File: src/rtl/guess_entry_if.sv
// Player-side signal bundle for guess_entry: round control and raw inputs in,
// latched guess, guess count and result flags out.
`timescale 1ns/1ps
interface guess_entry_if;
  logic [3:0] SecretVal;
  logic       new_round;
  logic [3:0] GuessSwitches;
  logic       SubmitButton;
  logic [3:0] SystemValAtGuess;
  logic [3:0] GuessNum;
  logic       guess_valid;
  logic       too_high;
  logic       too_low;
  logic       correct;
  logic       round_over;

  modport master (
    output SecretVal, new_round, GuessSwitches, SubmitButton,
    input  SystemValAtGuess, GuessNum, guess_valid, too_high, too_low, correct, round_over
  );

  modport slave (
    input  SecretVal, new_round, GuessSwitches, SubmitButton,
    output SystemValAtGuess, GuessNum, guess_valid, too_high, too_low, correct, round_over
  );
endinterface

File: src/rtl/guess_entry.sv
// Guess entry front end: synchronises and debounces the submit button, then
// scores each accepted guess against the round's secret and tracks win/loss.
`timescale 1ns/1ps
module guess_entry #(
  parameter int unsigned DEBOUNCE_CYCLES = 1_000_000,
  parameter int unsigned MAX_GUESSES     = 15
) (
  input logic          clock_100Mhz,
  input logic          reset,
  guess_entry_if.slave io
);

  localparam int unsigned CW = (DEBOUNCE_CYCLES > 1) ? $clog2(DEBOUNCE_CYCLES) : 1;
  localparam logic [CW-1:0] DB_MAX = CW'(DEBOUNCE_CYCLES - 1);
  localparam logic [3:0]    MAX_G  = 4'(MAX_GUESSES);

  typedef enum logic [1:0] {IDLE, PLAY, WON, LOST} state_e;

  state_e          state_q, state_d;
  logic            btn_s1_q, btn_s1_d, btn_s2_q, btn_s2_d;
  logic [3:0]      sw_s1_q, sw_s1_d, sw_s2_q, sw_s2_d;
  logic            btn_stable_q, btn_stable_d, btn_prev_q, btn_prev_d;
  logic [CW-1:0]   db_cnt_q, db_cnt_d;
  logic [3:0]      secret_q, secret_d;
  logic [3:0]      val_q, val_d, num_q, num_d;
  logic            guess_valid_q, guess_valid_d;
  logic            too_high_q, too_high_d, too_low_q, too_low_d, correct_q, correct_d;
  logic            round_over_q, round_over_d;
  logic            press;
  logic [3:0]      num_inc;

  always_comb begin
    btn_s1_d      = io.SubmitButton;
    btn_s2_d      = btn_s1_q;
    sw_s1_d       = io.GuessSwitches;
    sw_s2_d       = sw_s1_q;
    btn_prev_d    = btn_stable_q;
    btn_stable_d  = btn_stable_q;
    db_cnt_d      = db_cnt_q;
    state_d       = state_q;
    secret_d      = secret_q;
    val_d         = val_q;
    num_d         = num_q;
    guess_valid_d = 1'b0;
    too_high_d    = too_high_q;
    too_low_d     = too_low_q;
    correct_d     = correct_q;
    num_inc       = num_q + 4'd1;
    press         = btn_stable_q & ~btn_prev_q;

    // Any cycle of agreement restarts the stability count.
    if (btn_s2_q == btn_stable_q) begin
      db_cnt_d = '0;
    end else if (db_cnt_q == DB_MAX) begin
      btn_stable_d = btn_s2_q;
      db_cnt_d     = '0;
    end else begin
      db_cnt_d = db_cnt_q + 1'b1;
    end

    if (io.new_round) begin
      secret_d   = io.SecretVal;
      val_d      = '0;
      num_d      = '0;
      too_high_d = 1'b0;
      too_low_d  = 1'b0;
      correct_d  = 1'b0;
      state_d    = PLAY;
    end else if (press && (state_q == PLAY)) begin
      val_d         = sw_s2_q;
      num_d         = num_inc;
      guess_valid_d = 1'b1;
      too_high_d    = (sw_s2_q > secret_q);
      too_low_d     = (sw_s2_q < secret_q);
      correct_d     = (sw_s2_q == secret_q);
      // A correct final guess takes priority over running out of guesses.
      if (sw_s2_q == secret_q) begin
        state_d = WON;
      end else if (num_inc == MAX_G) begin
        state_d = LOST;
      end
    end

    round_over_d = (state_d == WON) || (state_d == LOST);
  end

  always_ff @(posedge clock_100Mhz or negedge reset) begin
    if (!reset) begin
      state_q       <= IDLE;
      btn_s1_q      <= 1'b0;
      btn_s2_q      <= 1'b0;
      sw_s1_q       <= '0;
      sw_s2_q       <= '0;
      btn_stable_q  <= 1'b0;
      btn_prev_q    <= 1'b0;
      db_cnt_q      <= '0;
      secret_q      <= '0;
      val_q         <= '0;
      num_q         <= '0;
      guess_valid_q <= 1'b0;
      too_high_q    <= 1'b0;
      too_low_q     <= 1'b0;
      correct_q     <= 1'b0;
      round_over_q  <= 1'b0;
    end else begin
      state_q       <= state_d;
      btn_s1_q      <= btn_s1_d;
      btn_s2_q      <= btn_s2_d;
      sw_s1_q       <= sw_s1_d;
      sw_s2_q       <= sw_s2_d;
      btn_stable_q  <= btn_stable_d;
      btn_prev_q    <= btn_prev_d;
      db_cnt_q      <= db_cnt_d;
      secret_q      <= secret_d;
      val_q         <= val_d;
      num_q         <= num_d;
      guess_valid_q <= guess_valid_d;
      too_high_q    <= too_high_d;
      too_low_q     <= too_low_d;
      correct_q     <= correct_d;
      round_over_q  <= round_over_d;
    end
  end

  assign io.SystemValAtGuess = val_q;
  assign io.GuessNum         = num_q;
  assign io.guess_valid      = guess_valid_q;
  assign io.too_high         = too_high_q;
  assign io.too_low          = too_low_q;
  assign io.correct          = correct_q;
  assign io.round_over       = round_over_q;

endmodule

File: src/flat_wrapper.sv
// flat-port wrapper written by rule: the top's interface ports become plain ports
module guess_entry_flat 
#(
  parameter int unsigned DEBOUNCE_CYCLES = 1_000_000,
  parameter int unsigned MAX_GUESSES     = 15
)
  (clock_100Mhz, reset, io_SecretVal, io_new_round, io_GuessSwitches, io_SubmitButton, io_SystemValAtGuess, io_GuessNum, io_guess_valid, io_too_high, io_too_low, io_correct, io_round_over);
  guess_entry_if io_i ();
  input logic clock_100Mhz;
  input logic reset;
  input wire logic [$bits(io_i.SecretVal)-1:0] io_SecretVal;
  input wire logic [$bits(io_i.new_round)-1:0] io_new_round;
  input wire logic [$bits(io_i.GuessSwitches)-1:0] io_GuessSwitches;
  input wire logic [$bits(io_i.SubmitButton)-1:0] io_SubmitButton;
  output wire logic [$bits(io_i.SystemValAtGuess)-1:0] io_SystemValAtGuess;
  output wire logic [$bits(io_i.GuessNum)-1:0] io_GuessNum;
  output wire logic [$bits(io_i.guess_valid)-1:0] io_guess_valid;
  output wire logic [$bits(io_i.too_high)-1:0] io_too_high;
  output wire logic [$bits(io_i.too_low)-1:0] io_too_low;
  output wire logic [$bits(io_i.correct)-1:0] io_correct;
  output wire logic [$bits(io_i.round_over)-1:0] io_round_over;
  assign io_i.SecretVal = io_SecretVal;
  assign io_i.new_round = io_new_round;
  assign io_i.GuessSwitches = io_GuessSwitches;
  assign io_i.SubmitButton = io_SubmitButton;
  assign io_SystemValAtGuess = io_i.SystemValAtGuess;
  assign io_GuessNum = io_i.GuessNum;
  assign io_guess_valid = io_i.guess_valid;
  assign io_too_high = io_i.too_high;
  assign io_too_low = io_i.too_low;
  assign io_correct = io_i.correct;
  assign io_round_over = io_i.round_over;
  guess_entry #(.DEBOUNCE_CYCLES(DEBOUNCE_CYCLES), .MAX_GUESSES(MAX_GUESSES)) u_core (.clock_100Mhz(clock_100Mhz), .reset(reset), .io(io_i));
endmodule
File: config.mk
export PLATFORM = sky130hd
export DESIGN_NAME = guess_entry_flat
export DESIGN_NICKNAME = d
export VERILOG_FILES = /design/src/rtl/guess_entry_if.sv /design/src/rtl/guess_entry.sv /design/src/flat_wrapper.sv
export SDC_FILE = /design/constraint.sdc
export NUM_CORES = 1
export LEC_CHECK = 0
export ABC_CLOCK_PERIOD_IN_PS = 1850
export BUFFER_PORTS_ARGS = -buffer_cell sky130_fd_sc_hd__buf_2
export CAP_MARGIN = 0
export CORE_UTILIZATION = 47
export CTS_BUF_LIST = sky130_fd_sc_hd__clkbuf_4 sky130_fd_sc_hd__clkbuf_8
export DETAILED_ROUTE_END_ITERATION = 12
export PLACE_DENSITY = 0.66
export SYNTH_ARGS = -nofsm -noshare
export SYNTH_HDL_FRONTEND = slang
export SYNTH_SLANG_ARGS = --single-unit
File: constraint.sdc
create_clock -name clock_100Mhz -period 1.85 [get_ports clock_100Mhz]
set_input_delay 0.0925 -clock clock_100Mhz [delete_from_list [all_inputs] [get_ports clock_100Mhz]]
set_output_delay 0.0925 -clock clock_100Mhz [all_outputs]
set_load 0.03 [all_outputs]
After elaboration in Yosys (flattened, before gate mapping)
Index checks and enable logic that the tools add are counted.
- logic and storage cells: 52
- memories: 0
- bits in registers: 51
- input port bits: 12
- latch bits: 0
- memory bits (read-only): 0
- RAM bits: 0
- eq/ne operators: 7
- div/mod/pow operators: 0
- $add $sub $neg: 2
- muxes and demuxes: 18
- multipliers: 0
- shifts and indexed selects: 0
- magnitude comparators: 2
- reductions and logical operators: 4
- bitwise operators: 3
- operators with widths (cell ; number):
    20-bit two-way mux ; 2
    20-bit by 1-bit adder with 20-bit output, second input constant ; 1
    20-bit equality test, second input constant ; 1
    4-bit two-way mux ; 4
    1-bit two-way mux ; 8
    2-bit two-way mux ; 4
    4-bit by 1-bit adder with 4-bit output, second input constant ; 1
    2-bit equality test, second input constant ; 2
    4-bit equality test ; 1
    4-bit equality test, second input constant ; 1
    4-bit > comparator ; 1
    4-bit less-than comparator ; 1
    2-bit by 1-bit equality test with 1-bit output, second input constant ; 1
    1-bit inverter ; 2
    2-bit AND reduction ; 1
    2-bit nonzero test ; 1
    1-bit bitwise AND ; 1
    1-bit equality test ; 1
    1-bit logical AND ; 1
    1-bit logical OR ; 1

Logic depth before layout (Yosys ltp)
Gate-level depths: netlist (run 1).
- depth after elaboration: 8
- depth in mapped cells: 6
- depth with buffers taken out: 6

Least setup slack after synthesis (run 1)
Ideal clock, no wire load.
- kind: reg2reg
- start: reg u_core.db_cnt_q[6]
- end: reg u_core.btn_stable_q, in the netlist u_core.btn_prev_d
- arrival: 1.411 ns
- path slack: 0.315 ns
- data required time: 1.725 ns
- setup time: 0.125 ns
- path buffers: 1
- cell stages (with the launch flop): 6
- cell sequence: dfrtp_1 > buf_2 > and4bb_2 > nand4_2 > nor2_4 > mux2_2
- word-level cells in the longest chain between the ends: 2
- RTL lines (what ; line ; RTL):
    from (decl) ; guess_entry.sv:23 ; logic [CW-1:0] db_cnt_q, db_cnt_d;
    from (signal assigned) ; guess_entry.sv:113 ; db_cnt_q <= db_cnt_d;
    20-bit equality test ; guess_entry.sv:54 ; end else if (db_cnt_q == DB_MAX) begin
    2-bit AND reduction (no source line) ; -- ;
    to (signal assigned) ; guess_entry.sv:111 ; btn_stable_q <= btn_stable_d;
    to (decl) ; guess_entry.sv:22 ; logic btn_stable_q, btn_stable_d, btn_prev_q, btn_prev_d;
Every way passes these cells.
A chain may end at the register's enable or synchronous reset.

Worst setup path in the final report (run 1)
- start: reg u_core.db_cnt_q[12]
- end: reg u_core.btn_stable_q, in the netlist u_core.btn_prev_d
Same word-level chain as after synthesis.

==> results of run 1 <==
## worst paths after layout
path                                      from                     to  slack [ns]  cells past startpoint
max in group asynchronous                reset    u_core.db_cnt_q[13]        0.86                      3
hold reg to reg              u_core.sw_s1_q[1]      u_core.sw_s2_q[1]        0.35                      0
setup reg to reg           u_core.db_cnt_q[12]      u_core.btn_prev_d        0.22                      4
setup / recovery           u_core.db_cnt_q[12]      u_core.btn_prev_d        0.22                      4
min in group asynchronous                reset  u_core.io.GuessNum[0]        0.36                      2
hold / removal                 io_SecretVal[3]     u_core.secret_q[3]       0.009                      3
## where the power goes
group / leakage, nW / total, mW / internal (mW) / switching, mW
registers: 0.674 / 1.15 / 1.14 / 0.0156
clock network: 0.0446 / 0.623 / 0.280 / 0.343
logic: 0.509 / 0.110 / 0.0458 / 0.0645
## sequential cells by signal, summed over array words and instances (netlist names)
signal,flops
u_core.btn_prev_d,1
u_core.btn_prev_q,1
u_core.btn_s1_q,1
u_core.btn_s2_q,1
u_core.db_cnt_q,20
u_core.io.GuessNum,4
u_core.io.SystemValAtGuess,4
u_core.io.correct,1
u_core.io.guess_valid,1
u_core.io.round_over,1
u_core.io.too_high,1
u_core.io.too_low,1
u_core.secret_q,4
u_core.state_q,2
u_core.sw_s1_q,4
u_core.sw_s2_q,4
## through the flow
step                      utilization  std cells
after floorplan                     -        211
after global placement          0.535        301
after detailed placement        0.535        301
after CTS                       0.567        315
after global routing            0.567        315
final                           0.567        315
## layout by cell type, fill, tap and decap left out, types with 2 or more instances in the layout
master,n
nor3_2,3
a21oi_1,8
nor3_1,3
nand2b_1,2
nand2_1,25
dfrtp_1,51
nand4_1,3
buf_2,24
nand3_1,10
nor2_1,23
o31ai_1,2
xor2_1,7
xnor2_1,12
mux2i_1,3
nand4_4,2
a211oi_1,2
buf_4,6
mux2_2,2
nor4_4,2
nor4_1,5
inv_1,9
ha_1,7
clkbuf_8,5
o21ai_0,5
dlygate4sd3_1,6
## worst register-to-register path: stages, from the launching register on
cell     delay (ns)
dfrtp_1        0.43
nor4_1         0.35
nand4_2        0.20
nor2_4         0.19
mux2_2         0.35
## layer usage
metal | part of all wire | wire (um)
met1 | 0.52 | 2040
met3 | 0.024 | 95
met5 | 0 | 0
met2 | 0.45 | 1750
met4 | 0.0094 | 37
## area by class of cell
type / instances / area, um^2
fillers: 419 / 2060
flip-flops and latches: 51 / 1280
multi-input cells: 144 / 986
repair buffers: 36 / 225
well taps: 67 / 83.8
clock buffers: 6 / 76.3
inverters: 9 / 33.8
clock inverters: 2 / 12.5
## cell families (layout without fill, tap and decap cells)
logic type                 Yosys count  count (layout)  share of synthesized area
and+or+nand+nor                     90              90                      0.228
DFF                                 51              51                      0.547
xor gates and xnor gates            19              19                     0.0714
muxes                                5               5                     0.0225
buffers and inverters               16              53                     0.0300
adders and majority gates            7               7                     0.0376
AOI/OAI and AO/OA                   23              23                     0.0633
## timing repair
item,in CTS,in global routing
hold buffers,6,0
buffers inserted,0,0
endpoints found under the hold margin,35,0
==> results.md, run 1 <==
| Item | This run | Unit |
|:---|:---|:---|
| Primary flip-flop cell chosen by synthesis mapping | dfrtp_1 | - |
| Number of library cell types mapped by synthesis | 42 | - |
| Proportion of layout cells with a drive suffix above 1 | 0.218 | - |
| Num rows | 25 | - |
| Synth-to-Final Area Change | 15.5 | % |
| Type of the worst min-delay path | primary input to flip-flop | - |
| Post-CTS resize count | 0 | - |
| Max capacitance violation total | 0 | - |
| Layer with the highest usage | met2 | - |
| Count of input and output buffers | 24 | - |
| Endpoint kind of the worst setup timing path | flip-flop | - |
| Worst hold slack after final layout | 0.00889 | ns |
| Routed length per instance | 12.5 | um |
| Most area-consuming cells after synthesis | dfrtp_1 55%, xnor2_1 4.5%, nand2_1 4.0%, ha_1 3.8%, nor2_1 3.7% | - |
| Async set-or-reset flop fraction in the synthesized netlist | 1.00 | - |
| Cell with the most instances after synthesis | dfrtp_1 | - |
| Final Wtd Congestion | 0.753 | - |
| Final min period | 1.63 | ns |
| Count of buffering cells on the critical path with inverters included | 0 | - |
| Critical path's top delay family | simple AND/OR/NAND/NOR gates | - |
| Ratio of routed vias to standard cells | 4.95 | - |
| Critical Path, Cell by Cell | nor4_1 > nand4_2 > nor2_4 > mux2_2 | - |
| Outcome | finished, final reports clean | - |
| Synth area leader | dfrtp_1 | - |
| CP max stage delay | 0.43 | ns |
| Vias in the first global route | 1537 | - |
| TritonCTS clock tree | yes | - |
| Fin area | 2690 | um^2 |
| CP Max Fanout | 5 | - |
| GRT met2 Usage | 0.263 | - |
| Number of buffers between clock root and the deepest sink | 2 | - |
| Residual overflow from global routing | 0 | - |
| Insertion delay to the later sink of the worst-skew pair | 0.29 | ns |
| DRC viols | 0 | - |
| DIE AREA | 5250 | um^2 |
| Power per cell area | 700 | nW/um^2 |
| Slowest stage cell, crit path | dfrtp_1 | - |
| Count of yosys warnings during synthesis | 0 | - |
| Area of the core region | 4750 | um^2 |
| Number of nets in the final layout | 266 | - |
| Part of the cycle the worst path needs | 0.879 | - |
| Final HPWL DP | 2770 | um |
| Cell area after placement | 2540 | um^2 |
| Static Leak | 1.23 | nW |
| Kind of launch point of the worst setup path | flip-flop | - |
| Part of the Yosys area used for sequential elements | 0.547 | - |
| CTS Root Cell | clkbuf_8 | - |
| CP arrival | 1.81 | ns |
| Share of the synthesized area in the top cell type | 0.547 | - |
| Final setup violation count | 0 | - |
| Mean instance size in the synthesized netlist | 11.1 | um^2 |
| Number of antenna repair diodes | 0 | - |
| Wire length of the first global-routing pass | 6750 | um |
| Number of H-tree branching levels | 2 | - |
| Pin count of the biggest net entering global routing | 33 | - |
| Antenna violations before repair | 0 | - |
| Die Width | 72.4 | um |
| Number of nets produced by synthesis | 230 | - |
| Worst rel slew slack | 0.546 | - |
| Height of the die | 72.4 | um |
| Worst supply voltage drop on vdd | 0.536 | mV |
| Classification of the worst setup path | flip-flop to flip-flop | - |
| Number of synthesized flops with an enable pin | 0 | - |
| Starting density of the core | 0.491 | - |
| Final TNS setup | 0 | ns |
| Final Max Tran Viols | 0 | - |
| Synthesized cell area | 2330 | um^2 |
| Antenna-violating nets left | 0 | - |
| Required arrival time at the worst endpoint | 2.03 | ns |
| Max Fclk | 0.615 | GHz |
| Worst clock skew | 0.00791 | ns |
| Met1 routing resource usage after global routing | 0.232 | - |
| Post-Syn Instances | 211 | - |
| Transition time at the pin with the least slew margin | 0.681 | ns |
| Flip-flop and latch count after synthesis | 51 | - |
| Unrepaired setup endpoints after global routing | false | - |
| Overall power of the completed layout | 1.89 | mW |
| Clock-pin slew on the worst setup and hold paths | 0.09 | ns |
| Detailed Routing Iterations Pass 1 | 4 | - |
| Clk sinks | 51 | - |
| Num CTS Buffers | 5 | - |
| Number of top-level design ports | 25 | - |
| Met3 Usage GRT | 0.0375 | - |
| Final number of hold-violating endpoints | 0 | - |
| Drt first-iter violations | 66 | - |
| Total number of vias | 1560 | - |
| Synth cell count leaders | 51 x dfrtp_1, 25 x nand2_1, 23 x nor2_1 | - |
| Routed Wire Length | 3930 | um |
| Place WS | 0.232 | ns |
| Worst path setup slack after routing | 0.224 | ns |
| Total GRT Usage | 0.168 | - |
(Power assumes the default switching activity.)
==> run 2: changes to the inputs <==
--- a/config.mk
+++ b/config.mk
@@ -11,6 +11,7 @@
 export CORE_UTILIZATION = 47
 export CTS_BUF_LIST = sky130_fd_sc_hd__clkbuf_4 sky130_fd_sc_hd__clkbuf_8
 export DETAILED_ROUTE_END_ITERATION = 12
+export MAX_ROUTING_LAYER = met4
 export PLACE_DENSITY = 0.66
 export SYNTH_ARGS = -nofsm -noshare
 export SYNTH_HDL_FRONTEND = slang
==> run 2 against run 1 <==
Compared with the run above:
- clock skew barely moved
- total power barely moved
- clock power barely moved
- clock-buffer cell count did not move
- combinational power barely moved
- critical endpoint unchanged
==> results.md, run 2 (synthesis gave the netlist of run 1 again) <==
| Item | This run | Unit | vs previous |
|:---|:---|:---|:---|
| CP Max Fanout | 5 | - | unchanged |
| Final HPWL DP | 2770 | um | unchanged |
| Classification of the worst setup path | flip-flop to flip-flop | - |  |
| Worst supply voltage drop on vdd | 0.536 | mV | about the same |
| DIE AREA | 5250 | um^2 | unchanged |
| Insertion delay to the later sink of the worst-skew pair | 0.29 | ns | about the same |
| Unrepaired setup endpoints after global routing | false | - |  |
| Required arrival time at the worst endpoint | 2.03 | ns | about the same |
| Largest register FFs | 20 | - | unchanged |
| Area of the core region | 4750 | um^2 | unchanged |
| Number of H-tree branching levels | 2 | - | unchanged |
| Kind of launch point of the worst setup path | flip-flop | - |  |
| Final min period | 1.63 | ns | +0.000138 ns |
| Drt first-iter violations | 68 | - | +3.0% |
| Worst clock skew | 0.00812 | ns | +0.000210 ns |
| Number of nets in the final layout | 266 | - | unchanged |
| Height of the die | 72.4 | um | unchanged |
| Proportion of layout cells with a drive suffix above 1 | 0.218 | - | unchanged |
| Starting density of the core | 0.491 | - | unchanged |
| Total GRT Usage | 0.173 | - | +0.00513 |
| Final Wtd Congestion | 0.763 | - | +1.3% |
| Outcome | finished, final reports clean | - |  |
| Synth-to-Final Area Change | 15.5 | % | unchanged |
| Number of top-level design ports | 25 | - | unchanged |
| Commonest non-fill, non-tap cell in the layout | dfrtp_1 | - |  |
| Overall power of the completed layout | 1.89 | mW | about the same |
| Routed length per instance | 12.5 | um | about the same |
| Die Width | 72.4 | um | unchanged |
| Final setup violation count | 0 | - | unchanged |
| Num CTS Buffers | 5 | - | unchanged |
| Total number of vias | 1561 | - | +0.064% |
| FF-to-FF setup slack | 0.22 | ns | about the same |
| Num rows | 25 | - | unchanged |
| Worst rel slew slack | 0.551 | - | +0.00472 |
| Final number of hold-violating endpoints | 0 | - | unchanged |
| Pin count of the biggest net entering global routing | 33 | - | unchanged |
| DRC viols | 0 | - | unchanged |
| Part of the cycle the worst path needs | 0.879 | - | about the same |
| Most flops, register | u_core.db_cnt_q | - |  |
| Routed Wire Length | 3920 | um | about the same |
| Max Fclk | 0.615 | GHz | about the same |
| Highest-count cells in the layout ignoring fill and taps | 51 x dfrtp_1, 25 x nand2_1, 24 x buf_2, 23 x nor2_1, 12 x xnor2_1 | - |  |
| Antenna violations before repair | 0 | - | unchanged |
| Vias in the first global route | 1535 | - | -0.13% |
| Count of input and output buffers | 24 | - | unchanged |
| Max capacitance violation total | 0 | - | unchanged |
| Final TNS setup | 0 | ns | unchanged |
| Final Max Tran Viols | 0 | - | unchanged |
| Antenna-violating nets left | 0 | - | unchanged |
| Static Leak | 1.23 | nW | unchanged |
| Endpoint kind of the worst setup timing path | flip-flop | - |  |
| Type of the worst min-delay path | primary input to flip-flop | - |  |
| Number of antenna repair diodes | 0 | - | unchanged |
| Transition time at the pin with the least slew margin | 0.674 | ns | -0.00708 ns |
| CP arrival | 1.81 | ns | about the same |
| Clock-pin slew on the worst setup and hold paths | 0.09 | ns | about the same |
| Number of buffers between clock root and the deepest sink | 2 | - | unchanged |
| Clk sinks | 51 | - | unchanged |
| CTS Root Cell | clkbuf_8 | - |  |
| Detailed Routing Iterations Pass 1 | 4 | - | unchanged |
| Residual overflow from global routing | 0 | - | unchanged |
| TritonCTS clock tree | yes | - |  |
| Wire length of the first global-routing pass | 6740 | um | -0.10% |
| Power per cell area | 700 | nW/um^2 | about the same |
| Ratio of routed vias to standard cells | 4.96 | - | about the same |
run 2: cell counts in the layout (fill, tap and decap cells not counted):
Identical to the previous run, type by type.
run 2: stage by stage:
stage	area (um^2)	setup WS, ns	cells	hold WS, ns	utilization
final	2690	0.224	315	0.00794	0.567
after global routing	2690	0.131	315	0.00716	0.567
after CTS	2690	0.223	315	0.00339	0.567
after detailed placement	2540	0.232	301	0.178	0.535
after global placement	2540	0.237	301	0.172	0.535
after floorplan	2330	0.315	211	-0.203	-
run 2: area by class of cell:
type,count,area [um^2]
repair buffers,36,225
multi-input cells,144,986
clock buffers,6,76.3
clock inverters,2,12.5
well taps,67,83.8
flip-flops and latches,51,1280
fillers,419,2060
inverters,9,33.8
run 2: final timing paths:
path	from	endpoint	depth (start not counted)
worst max-delay path	u_core.db_cnt_q[12]	u_core.btn_prev_d	4
worst min-delay path	io_SecretVal[3]	u_core.secret_q[3]	3
worst max register to register	u_core.db_cnt_q[12]	u_core.btn_prev_d	4
worst min register to register	u_core.sw_s1_q[1]	u_core.sw_s2_q[1]	0
max in group asynchronous	reset	u_core.db_cnt_q[13]	3
min in group asynchronous	reset	u_core.io.GuessNum[0]	2
run 2: where the power goes:
part	switching (mW)	internal (mW)	leakage [nW]	total [mW]
Sequential	0.0156	1.14	0.674	1.15
Combinational	0.0642	0.0458	0.509	0.110
Clock	0.344	0.280	0.0446	0.623
run 2: metal layers:
layer / GRT usage / vias to the layer above / wire length, um
li1: - / 791 / -
met1: 0.232 / 745 / 2030
met2: 0.263 / 21 / 1750
met3: 0.0375 / 4 / 104
met4: 0.0566 / 0 / 34
met5: - / - / 0
run 2: critical path, stage by stage (launching register included):
cell	delay [ns]
dfrtp_1	0.43
nor4_1	0.35
nand4_2	0.20
nor2_4	0.19
mux2_2	0.35
run 2: what timing repair did:
item	CTS	global route
gates resized for setup	0	0
buffers inserted	0	0
hold buffers	6	0
hold endpoints to repair	35	0
==> run 3: changes to the inputs <==
--- a/config.mk
+++ b/config.mk
@@ -8,11 +8,11 @@
 export ABC_CLOCK_PERIOD_IN_PS = 1850
 export BUFFER_PORTS_ARGS = -buffer_cell sky130_fd_sc_hd__buf_2
 export CAP_MARGIN = 0
-export CORE_UTILIZATION = 47
+export CORE_UTILIZATION = 60
 export CTS_BUF_LIST = sky130_fd_sc_hd__clkbuf_4 sky130_fd_sc_hd__clkbuf_8
 export DETAILED_ROUTE_END_ITERATION = 12
 export MAX_ROUTING_LAYER = met4
-export PLACE_DENSITY = 0.66
+export PLACE_DENSITY = 0.81
 export SYNTH_ARGS = -nofsm -noshare
 export SYNTH_HDL_FRONTEND = slang
 export SYNTH_SLANG_ARGS = --single-unit
==> run 3 against run 2 <==
Compared with the run above:
- combinational power up 8%
- clock power increased by 8.8%
- largest cell class unchanged
- non-clock buffer count rose by 1
- core utilization up 17 points
- die area down 21%
- register-to-register slack worse by 0.04 ns
- critical path type unchanged
- first-iteration DRC count rose by 97%
- setup slack worse by 0.043 ns
- cell count shrank 5.7%
- cell area is 0.46% higher
- clock-buffer cell count down 1
- sequential share of layout area down 0.22 points
==> results.md, run 3 (synthesis gave the netlist of run 1 again) <==
| Item | This run | Unit | vs previous |
|:---|:---|:---|:---|
| Outcome | finished, final reports clean | - |  |
| Max capacitance violation total | 0 | - | unchanged |
| Total GRT Usage | 0.241 | - | +0.0684 |
| Area of the core region | 3690 | um^2 | -22% |
| Number of standard cells in the layout, taps in and fillers out | 297 | - | -5.7% |
| Count of input and output buffers | 24 | - | unchanged |
| Final min period | 1.67 | ns | +0.0433 ns |
| Number of buffers between clock root and the deepest sink | 2 | - | unchanged |
| Vias in the first global route | 1630 | - | +6.2% |
| Transition time at the pin with the least slew margin | 0.574 | ns | -0.0999 ns |
| Clk sinks | 51 | - | unchanged |
| Number of nets in the final layout | 267 | - | +0.38% |
| Antenna violations before repair | 0 | - | unchanged |
| Final Max Tran Viols | 0 | - | unchanged |
| Clock-pin slew on the worst setup and hold paths | 0.10 | ns | about the same |
| Most flops, register | u_core.db_cnt_q | - |  |
| TritonCTS clock tree | yes | - |  |
| Proportion of layout cells with a drive suffix above 1 | 0.209 | - | -0.00891 |
| Part of the cycle the worst path needs | 0.902 | - | +0.0234 |
| Total number of vias | 1627 | - | +4.2% |
| CP Max Fanout | 3 | - | -2 |
| Num CTS Buffers | 5 | - | unchanged |
| Number of placed instances with taps included | 280 | - | -7.0% |
| Sw Pwr | 0.483 | mW | +14% |
| Overall power of the completed layout | 1.95 | mW | +3.4% |
| Routed length per instance | 14.5 | um | +17% |
| Detailed Routing Iterations Pass 1 | 4 | - | unchanged |
| Routed Wire Length | 4320 | um | +10% |
| Reg power frac | 0.592 | - | -0.019 |
| CP arrival | 1.86 | ns | +0.05 ns |
| Net Sw Frac | 0.247 | - | +0.0227 |
| Max Fclk | 0.599 | GHz | -2.6% |
| Classification of the worst setup path | flip-flop to flip-flop | - |  |
| Number of fillers in the final layout | 254 | - | -39% |
| Required arrival time at the worst endpoint | 2.04 | ns | about the same |
| Commonest non-fill, non-tap cell in the layout | dfrtp_1 | - |  |
| Worst rel slew slack | 0.617 | - | +0.0666 |
| Num rows | 22 | - | -12% |
| Largest register FFs | 20 | - | unchanged |
| Height of the die | 64.3 | um | -11% |
| Residual overflow from global routing | 0 | - | unchanged |
| Type of the worst min-delay path | primary input to flip-flop | - |  |
| Number of H-tree branching levels | 2 | - | unchanged |
| Synth-to-Final Area Change | 16.0 | % |  |
| Die Width | 64.3 | um | -11% |
| Wire length of the first global-routing pass | 7310 | um | +8.4% |
| Static Leak | 1.24 | nW | +1.1% |
| Endpoint kind of the worst setup timing path | flip-flop | - |  |
| Worst supply voltage drop on vdd | 0.623 | mV | +16% |
| Ratio of routed vias to standard cells | 5.48 | - | +11% |
| Pin count of the biggest net entering global routing | 28 | - | -15% |
| Highest-count cells in the layout ignoring fill and taps | 51 x dfrtp_1, 25 x nand2_1, 24 x buf_2, 23 x nor2_1, 12 x xnor2_1 | - |  |
| Number of antenna repair diodes | 0 | - | unchanged |
| DRC viols | 0 | - | unchanged |
| Starting density of the core | 0.632 | - | +0.142 |
| Number of top-level design ports | 25 | - | unchanged |
| Antenna-violating nets left | 0 | - | unchanged |
| P_int | 1.47 | mW | +0.43% |
| Final setup violation count | 0 | - | unchanged |
| Share of total power in combinational logic | 0.061 | - | +0.003 |
| Flip-flop and latch area | 1280 | um^2 | unchanged |
| DIE AREA | 4140 | um^2 | -21% |
| Final Wtd Congestion | 0.889 | - | +17% |
| Power share of the clock group | 0.347 | - | +0.017 |
| Area of the multi-input gates | 986 | um^2 | unchanged |
| Power per cell area | 721 | nW/um^2 | +3.0% |
| Insertion delay to the later sink of the worst-skew pair | 0.31 | ns | +0.02 ns |
| Final HPWL DP | 2890 | um | +4.2% |
| Worst clock skew | 0.00625 | ns | -0.00188 ns |
| Drt first-iter violations | 134 | - | +97% |
| CTS Root Cell | clkbuf_8 | - |  |
| Final TNS setup | 0 | ns | unchanged |
| Final number of hold-violating endpoints | 0 | - | unchanged |
| Kind of launch point of the worst setup path | flip-flop | - |  |
| Unrepaired setup endpoints after global routing | false | - |  |
-- run 3: cell count changes in the layout (fill, tap and decap cells not counted) --
cell / before / now
dlygate4sd3_1: 6 / 9
clkinv_2: 1 / 0
buf_12: 0 / 1
clkinvlp_4: 1 / 0
inv_8: 0 / 1
buf_4: 6 / 3
clkinv_4: 0 / 2
clkbuf_4: 1 / 0
-- run 3: metrics by stage --
step                setup WS, ns  utilization  hold slack (ns)  cell area, um^2
floorplan                  0.315            -           -0.203             2330
global placement           0.267        0.683            0.117             2520
detailed placement         0.220        0.683            0.119             2520
CTS                        0.188        0.734           0.0146             2710
global route              0.0621        0.734           0.0224             2710
finish                     0.181        0.734          0.00790             2710
-- run 3: worst max-delay path: stages (launching register included) --
cell and delay, ns:
dfrtp_1 0.41, ha_1 0.31, and4_1 0.25, a41o_1 0.23, a41oi_1 0.23, o31ai_1 0.11
-- run 3: final timing paths --
| check | from | end | slack, ns | cells past startpoint |
|---|---|---|---|---|
| max in group asynchronous | reset | u_core.db_cnt_q[15] | 1.01 | 3 |
| hold / removal | io_SecretVal[2] | u_core.secret_q[2] | 0.008 | 3 |
| setup reg to reg | u_core.sw_s2_q[3] | u_core.state_q[1] | 0.18 | 5 |
| min in group asynchronous | reset | u_core.db_cnt_q[11] | 0.30 | 2 |
| hold reg to reg | u_core.sw_s1_q[2] | u_core.sw_s2_q[2] | 0.36 | 0 |
| setup / recovery | u_core.sw_s2_q[3] | u_core.state_q[1] | 0.18 | 5 |
-- run 3: layout make-up --
type                       count  area share
multi-input combinational    144       0.364
tap                           48      0.0222
clock inverter                 3      0.0106
sequential                    51       0.472
timing repair buffer          37      0.0934
inverter                       9      0.0125
clock buffer                   5      0.0254
-- run 3: per-layer routing --
layer / global-route usage / vias up / wire [um]
met5: - / - / 0
met3: 0.0661 / 7 / 155
met2: 0.375 / 28 / 2070
met4: 0.0806 / 0 / 55
met1: 0.306 / 798 / 2040
li1: - / 794 / -
-- run 3: repair_timing --
item                       4_1_cts  5_1_grt
hold endpoints to repair        32        0
resized for setup                0        0
setup buffers                    0        0
setup endpoints to repair        0        0
hold buffers                     9        0
-- run 3: power groups by stage --
stage	Sequential (mW)	Combinational [mW]	Clock [mW]
CTS	1.16	0.121	0.698
global placement	1.18	0.101	0
global route	1.16	0.136	0.743
detailed placement	1.18	0.105	0
floorplan	1.17	0.0535	0
finish	1.16	0.119	0.678
